===== src/rtl/traffic_pkg.sv =====
// Shared definitions for the traffic-light timing blocks: phase encodings,
// default durations, run-mode encoding and the phase-index width helper.
package traffic_pkg;

    localparam int unsigned PH_GREEN  = 0;
    localparam int unsigned PH_YELLOW = 1;
    localparam int unsigned PH_RED    = 2;

    localparam int unsigned NUM_PHASES_DEFAULT = 3;
    localparam int unsigned DUR_DEFAULT        = 99;
    localparam int unsigned WARN_DEFAULT       = 1;

    // Run mode is decoded from en/hold each cycle; it is never stored.
    typedef enum logic [1:0] {
        ModeIdle = 2'd0,
        ModeRun  = 2'd1,
        ModeHold = 2'd2
    } mode_e;

    // Index width that never collapses to zero bits.
    function automatic int unsigned clog2_min1(input int unsigned n);
        return (n <= 2) ? 1 : $clog2(n);
    endfunction

endpackage


===== src/rtl/phase_dur_regs.sv =====
// Per-phase duration register file: one write port, one combinational read
// port with write-through bypass so a same-cycle write is seen by the reader.
module phase_dur_regs
    import traffic_pkg::*;
#(
    parameter int unsigned pWIDTH       = 7,
    parameter int unsigned pNUM_PHASES  = NUM_PHASES_DEFAULT,
    parameter int unsigned pDEFAULT_DUR = DUR_DEFAULT,
    localparam int unsigned PW          = clog2_min1(pNUM_PHASES)
) (
    input  logic              clk,
    input  logic              rst_n,
    input  logic              cfg_we,
    input  logic [PW-1:0]     cfg_idx,
    input  logic [pWIDTH-1:0] cfg_data,
    input  logic [PW-1:0]     rd_idx,
    output logic [pWIDTH-1:0] rd_data
);

    logic [pWIDTH-1:0] dur_q [pNUM_PHASES];
    logic              wr_ok;

    // Indices beyond the last phase are silently dropped.
    assign wr_ok = cfg_we && (32'(cfg_idx) < pNUM_PHASES);

    always_ff @(posedge clk or negedge rst_n) begin
        if (!rst_n) begin
            for (int i = 0; i < int'(pNUM_PHASES); i++) begin
                dur_q[i] <= pWIDTH'(pDEFAULT_DUR);
            end
        end else if (wr_ok) begin
            dur_q[cfg_idx] <= cfg_data;
        end
    end

    always_comb begin
        rd_data = '0;
        if (wr_ok && (cfg_idx == rd_idx)) begin
            rd_data = cfg_data;
        end else if (32'(rd_idx) < pNUM_PHASES) begin
            rd_data = dur_q[rd_idx];
        end
    end

endmodule


===== src/rtl/phase_countdown_timer.sv =====
// Multi-phase countdown timer driven by a 1 Hz tick, with hold and warning flags.
// Optional BCD view of the count is enabled by PHASE_COUNTDOWN_TIMER_BCD_EN.
module phase_countdown_timer
    import traffic_pkg::*;
#(
    parameter int unsigned pWIDTH       = 7,
    parameter int unsigned pNUM_PHASES  = NUM_PHASES_DEFAULT,
    parameter int unsigned pDEFAULT_DUR = DUR_DEFAULT,
    parameter int unsigned pWARN        = WARN_DEFAULT,
    localparam int unsigned PW          = clog2_min1(pNUM_PHASES)
) (
    input  logic              clk,
    input  logic              rst_n,
    input  logic              en,
    input  logic              tick,
    input  logic              hold,
    input  logic              cfg_we,
    input  logic [PW-1:0]     cfg_idx,
    input  logic [pWIDTH-1:0] cfg_data,
    output logic [PW-1:0]     phase,
    output logic [pWIDTH-1:0] count,
    output logic              last,
    output logic              pre_last,
    output logic              phase_start
`ifdef PHASE_COUNTDOWN_TIMER_BCD_EN
    ,
    output logic [3:0]        bcd_tens,
    output logic [3:0]        bcd_units
`endif
);

    if (pNUM_PHASES < 2) begin : g_chk_phases
        $error("phase_countdown_timer: pNUM_PHASES must be >= 2");
    end
    if (pWARN < 1) begin : g_chk_warn
        $error("phase_countdown_timer: pWARN must be >= 1");
    end
    if (pDEFAULT_DUR >= (64'd1 << pWIDTH)) begin : g_chk_dur
        $error("phase_countdown_timer: pDEFAULT_DUR does not fit pWIDTH");
    end

    logic [PW-1:0]     phase_q, phase_d;
    logic [pWIDTH-1:0] count_q, count_d;
    logic              phase_start_q, phase_start_d;
    logic [PW-1:0]     next_phase;
    logic [PW-1:0]     rd_idx;
    logic [pWIDTH-1:0] rd_dur;
    mode_e             mode;

    phase_dur_regs #(
        .pWIDTH       (pWIDTH),
        .pNUM_PHASES  (pNUM_PHASES),
        .pDEFAULT_DUR (pDEFAULT_DUR)
    ) u_dur_regs (
        .clk      (clk),
        .rst_n    (rst_n),
        .cfg_we   (cfg_we),
        .cfg_idx  (cfg_idx),
        .cfg_data (cfg_data),
        .rd_idx   (rd_idx),
        .rd_data  (rd_dur)
    );

    always_comb begin
        if (!en) begin
            mode = ModeIdle;
        end else if (hold) begin
            mode = ModeHold;
        end else begin
            mode = ModeRun;
        end
    end

    assign next_phase = (phase_q == PW'(pNUM_PHASES - 1)) ? '0 : phase_q + PW'(1);

    // The only loads are the idle park (phase 0) and a run-mode advance.
    assign rd_idx = (mode == ModeRun) ? next_phase : '0;

    always_comb begin
        phase_d       = phase_q;
        count_d       = count_q;
        phase_start_d = 1'b0;
        unique case (mode)
            ModeIdle: begin
                phase_d = '0;
                count_d = rd_dur;
            end
            ModeRun: begin
                if (tick) begin
                    if (count_q != '0) begin
                        count_d = count_q - pWIDTH'(1);
                    end else begin
                        phase_d       = next_phase;
                        count_d       = rd_dur;
                        phase_start_d = 1'b1;
                    end
                end
            end
            ModeHold: begin
            end
            default: begin
            end
        endcase
    end

    always_ff @(posedge clk or negedge rst_n) begin
        if (!rst_n) begin
            phase_q       <= '0;
            count_q       <= pWIDTH'(pDEFAULT_DUR);
            phase_start_q <= 1'b0;
        end else begin
            phase_q       <= phase_d;
            count_q       <= count_d;
            phase_start_q <= phase_start_d;
        end
    end

    assign phase       = phase_q;
    assign count       = count_q;
    assign phase_start = phase_start_q;
    assign last        = (count_q == '0);
    assign pre_last    = (count_q == pWIDTH'(pWARN));

`ifdef PHASE_COUNTDOWN_TIMER_BCD_EN
    if (pWIDTH > 7) begin : g_chk_bcd
        $error("phase_countdown_timer: BCD output requires pWIDTH <= 7");
    end

    int unsigned count_u;

    always_comb begin
        count_u = 32'(count_q);
        if (count_u > 99) begin
            bcd_tens  = 4'd9;
            bcd_units = 4'd9;
        end else begin
            bcd_tens  = 4'(count_u / 10);
            bcd_units = 4'(count_u % 10);
        end
    end
`endif

endmodule

===== config.mk =====
export PLATFORM = sky130hd
export DESIGN_NAME = phase_countdown_timer
export DESIGN_NICKNAME = d
export VERILOG_FILES = /design/src/rtl/traffic_pkg.sv /design/src/rtl/phase_dur_regs.sv /design/src/rtl/phase_countdown_timer.sv
export SDC_FILE = /design/constraint.sdc
export NUM_CORES = 1
export LEC_CHECK = 0
export CORE_MARGIN = 5
export CORE_UTILIZATION = 50
export CTS_BUF_LIST = sky130_fd_sc_hd__clkbuf_4
export DETAILED_ROUTE_END_ITERATION = 10
export PLACE_DENSITY = 0.78
export SLEW_MARGIN = 20
export SYNTH_ARGS = -nofsm -noshare
export SYNTH_HDL_FRONTEND = slang
export SYNTH_SLANG_ARGS = --single-unit
export TNS_END_PERCENT = 100

===== constraint.sdc =====
create_clock -name clk -period 1.8 [get_ports clk]
set_input_delay 0.45 -clock clk [delete_from_list [all_inputs] [get_ports clk]]
set_output_delay 0.45 -clock clk [all_outputs]
set_load 0.05 [all_outputs]

Word level (Yosys, flattened, before mapping)
Index checks and enable logic that the tools add are counted.
{"block": "classes", "addsub": 2, "magnitude_cmp": 5, "n_eq_ne": 6, "muxes": 21, "n_bitwise": 2, "n_reduce_logical": 9}
{"cell": "$mux W7", "n": 7}
{"cell": "$bwmux W21", "n": 1}
{"cell": "$bmux W7 S2", "n": 1}
{"cell": "$demux W7 S2", "n": 1}
{"cell": "$pmux W7 S2", "n": 1}
{"cell": "$mux W2", "n": 6}
{"cell": "$eq A7 B1 Y1 const B", "n": 1}
{"cell": "$logic_not A7 Y1", "n": 1}
{"cell": "$reduce_bool A7 Y1", "n": 1}
{"cell": "$sub A7 B1 Y7 const B", "n": 1}
{"cell": "$ge A3 B3 Y1 const B", "n": 2}
{"cell": "$not A2 Y3", "n": 2}
{"cell": "$lt A2 B2 Y1 const B", "n": 2}
{"cell": "$ne A2 B2 Y1 const B", "n": 2}
{"cell": "$pmux W2 S2", "n": 1}
{"cell": "$logic_and A1 B1 Y1", "n": 3}
{"cell": "$lt A3 B1 Y1 const B", "n": 1}
{"cell": "$mux W1", "n": 3}
{"cell": "$reduce_and A3 Y1", "n": 1}
{"cell": "$add A2 B1 Y2 const B", "n": 1}
{"cell": "$eq A2 B1 Y1 const B", "n": 1}
{"cell": "$eq A2 B2 Y1", "n": 1}
{"cell": "$eq A2 B2 Y1 const B", "n": 1}
{"cell": "$logic_not A2 Y1", "n": 1}
{"cell": "other kinds (2)", "n": 2}
{"block": "totals", "reg_bits": 31, "output_inout_bits": 12}

Longest topological paths before layout
{"block": "logic_depth", "depth_word": 13, "ltp_mapped": 7, "ltp_nobuf": 7}

Modules after synthesis
A second synthesis with hierarchy kept.
{"block": "hier_totals", "hier_cells": 142, "area_unflattened_um2": 1734.2}
{"module": "phase_dur_regs", "n_inst": 1, "cells_per_inst": 74, "area_each_um2": 1097.3}
{"module": "phase_countdown_timer", "n_inst": 1, "cells_per_inst": 68, "area_each_um2": 636.9}

Least setup slack after synthesis
Ideal clock, no wire load.
{"block": "synth_path", "path_kind": "register to output", "start": "reg count_q[3], in the netlist count[3]", "end": "out pre_last", "arrival_time_ns": 2.449, "t_required_ns": 1.350, "path_slack_ns": -1.099, "path_stages_with_launch": 3, "path_buffers": 0, "cell_sequence": "dfrtp_1 or4_4 nor3b_1"}
{"block": "synth_via", "elab_chain_len": 1}
{"element": "start, declared", "line_no": "phase_countdown_timer.sv:43", "rtl": "logic [pWIDTH-1:0] count_q, count_d;"}
{"element": "start signal, assigned", "line_no": "phase_countdown_timer.sv:109", "rtl": "count_q <= pWIDTH'(pDEFAULT_DUR);"}
{"element": "start signal, assigned", "line_no": "phase_countdown_timer.sv:113", "rtl": "count_q <= count_d;"}
{"element": "$eq A7 B1 Y1", "line_no": "phase_countdown_timer.sv:122", "rtl": "assign pre_last = (count_q == pWIDTH'(pWARN));"}
{"element": "end, declared", "line_no": "phase_countdown_timer.sv:23", "rtl": "output logic pre_last,"}
Every way passes these cells.

Final worst setup path
{"block": "layout_path", "start": "reg count_q[2], in the netlist count[2]", "end": "out last"}
{"block": "layout_via", "elab_chain_len": 1}
{"element": "$logic_not A7 Y1", "line_no": "phase_countdown_timer.sv:121", "rtl": "assign last = (count_q == '0);"}
{"element": "end, declared", "line_no": "phase_countdown_timer.sv:22", "rtl": "output logic last,"}
Every way passes these cells.

==> flow_summary.yaml <==
timing:
  maxSlewViolCount: 0
  relSlewSlack_pct: 68.64
  timing.final.ws_setup_ns: -0.3796
  finClkSkew_ns: 0.02134
  worst_pin_slew_ns: 0.4704
  holdWs_ns: 0.4788
  rsz0062_at_grt: "true"
  min_period_ns: 2.180
  setup_violations: 11
  fin_crit_sh_pct: 121.1
  max_freq_mhz: 458.8
  hold_viol: 0
synth:
  synth-simple-area-share_pct: 15.29
  synth_edf_count: 0
  synth-seq-area-share_pct: 46.97
  ys_warn_count: 0
  synth.avg_cell_area_um2: 11.52
  ys_ff_latch: 31
  synth_top_family_by_area: "multiplexers"
  muxShareOfSynthArea_pct: 20.46
  synth_compound_area_share_pct: 12.19
  synthFlopType: "dfstp_2"
  synthCells: 147
  synthAdderAreaFrac_pct: 2.216
  synthesis.nets: 165
  synthArstFlopShare_pct: 100.0
  synth_cell_types: 38
  syn-cell-area_um2: 1694
  synthXorXnorAreaFrac_pct: 0
power:
  irDropWorstVdd_uv: 605.5
  powerDensity_nw_per_um2: 868.2
  power_leakage_nw: 1.046
place:
  portBuffers: 26
  dp_hpwl_mm: 2.870
  gp_congestion: 0.8004
drt:
  firstDrtPassIters: 4
  wl_mm: 4.399
  wl_per_cell_um: 17.74
  drc: 0
  drtAntennaViolNets: 0
  num_vias: 1409
  viasPerCell: 5.681
  dr.first_iter.drc_count: 128
clock_network:
  clock_latency_ns: 0.34
  htree_levels: 2
  cts-root-buf: "clkbuf_4"
  cts_sinks: 31
  postCtsHoldBufs: 0
  cts_buffers: 5
  clkTransAtPathRegs_ns: 0.10
  tritoncts: "yes"
  cts.path.max_buffers: 2
worst_setup_path:
  required_ns: 1.35
  arrival_ns: 1.73
  cp-start-kind: "flip-flop"
  reg2reg_from: "count[2]"
  crit_fanout: 5
  worstSetupEndpointType: "primary output"
  r2r_cells: 7
  r2r_setup_slack_ns: -0.20
  r2r-end: "count[3]"
  criticalPathCategory: "reg -> out"
die:
  start_util_pct: 51.17
  dieArea_um2: 4653
  die_x_um: 68.21
  ioPinCount: 27
  core_um2: 3311
  rows: 21
  die_h_um: 68.21
cells_and_area:
  syn_to_final_growth_pct: 47.93
  drive_above_1_share_pct: 56.44
  fin_util_pct: 75.70
  diodes: 0
  nNetsFinal: 219
outcome:
  violations: "setup timing"
  status: "finished with violations"
global_route:
  grt_max_degree: 32
  antenna_found_initial: 0
  grt_usage_pct: 20.32
  grt_pass1_wl_mm: 6.886
  overflow: 0
  grt_pass1_vias: 1462
min_path:
  hp-class: "in -> async"
flow_run:
  maxCapViolations: 0
-- layout by cell type (no fill, tap or decap), drive strengths merged, types with 3 or more instances in the layout --
master | Yosys | final
a22oi | 3 | 3
ha | 3 | 3
o21ai | 6 | 7
mux2 | 21 | 21
clkbuf | 3 | 6
nand3 | 3 | 3
buf | 3 | 38
mux2i | 11 | 11
nor2 | 13 | 13
nand2 | 10 | 10
a211o | 4 | 4
o311a | 3 | 3
dfrtp | 15 | 15
inv | 4 | 4
nor3b | 3 | 3
dfstp | 16 | 16
clkdlybuf4s50 | 0 | 12
a21oi | 3 | 3
a31oi | 3 | 3
-- per-stage QoR --
step	TNS, ns	setup slack, ns	area [um2]	power (W)	std cells
detailed placement	-3.422	-0.3938	2198	0.001697	229
floorplan	-0.8206	-0.2964	1725	0.001388	147
global route	-2.078	-0.4175	2506	0.002291	248
global placement	-2.586	-0.3010	2198	0.001660	229
CTS	-0.7789	-0.3843	2341	0.002113	243
finish	-1.541	-0.3796	2506	0.002176	248
-- registers in the layout (all words and copies together), names as in the netlist --
| signal | count |
|---|---|
| count | 7 |
| phase | 2 |
| phase_start | 1 |
| u_dur_regs.dur_q | 21 |
-- synth_stat cells (4+ instances only) --
cell type,count,share of area (%)
o21ai_0,5,1.5
nand2_1,10,2.2
dfstp_2,16,25
inv_1,4,0.89
a211o_1,4,2.1
dfrtp_1,15,22
nor2_1,12,2.7
mux2i_1,11,6.5
mux2_2,21,14
-- cells by family (layout without fill, tap and decap cells) --
kind of cell	Yosys count	after routing
muxes	32	32
DFF	31	31
AOI/OAI and AO/OA	28	29
and+or+nand+nor	43	43
adders and majority gates	3	3
buffers and inverters	10	64
-- metal layers --
layer | global-route usage (%) | vias to the layer above | part of all wire [%]
met1 | 22.79 | 695 | 39
met4 | 10.42 | 0 | 2.6
li1 | - | 655 | -
met2 | 34.66 | 45 | 53
met3 | 6.076 | 14 | 5.0
met5 | 0 | - | 0
-- worst max path at each step --
stage	slack, ns	end	start	depth (start not counted)
after global routing	-0.42	pre_last	count[2]	3
after global placement	-0.30	count[5]	en	6
after detailed placement	-0.39	count[4]	hold	6
after CTS	-0.38	pre_last	count[3]	3
final	-0.38	last	count[2]	4
after floorplan	-0.30	pre_last	count[2]	2
-- what timing repair did --
item,in CTS,in global routing
gates resized for setup,11,28
pin swaps,3,8
setup buffers,4,5
setup endpoints to repair,4,11
cloned,2,0
-- layout make-up --
class	count	area [um2]
clock buffers	6	45.04
flip-flops and latches	31	805.8
fillers	235	804.5
multi-input cells	107	1008
repair buffers	52	561.8
well taps	46	57.56
inverters	4	20.02
clock inverters	2	7.507
-- where the power goes --
part	internal [W]	leakage, nW	switching (W)	total [W]
Sequential	0.000877	0.348	0.0000819	0.000959
Combinational	0.000404	0.667	0.000428	0.000832
Clock	0.000159	0.0307	0.000226	0.000385
-- critical path, stage by stage (launching register included) --
cell	delay (ns)
dfrtp_2	0.41
or4_4	0.56
buf_12	0.16
nor2_8	0.12
buf_12	0.15
No activity file was read; power rests on OpenSTA's default activity.
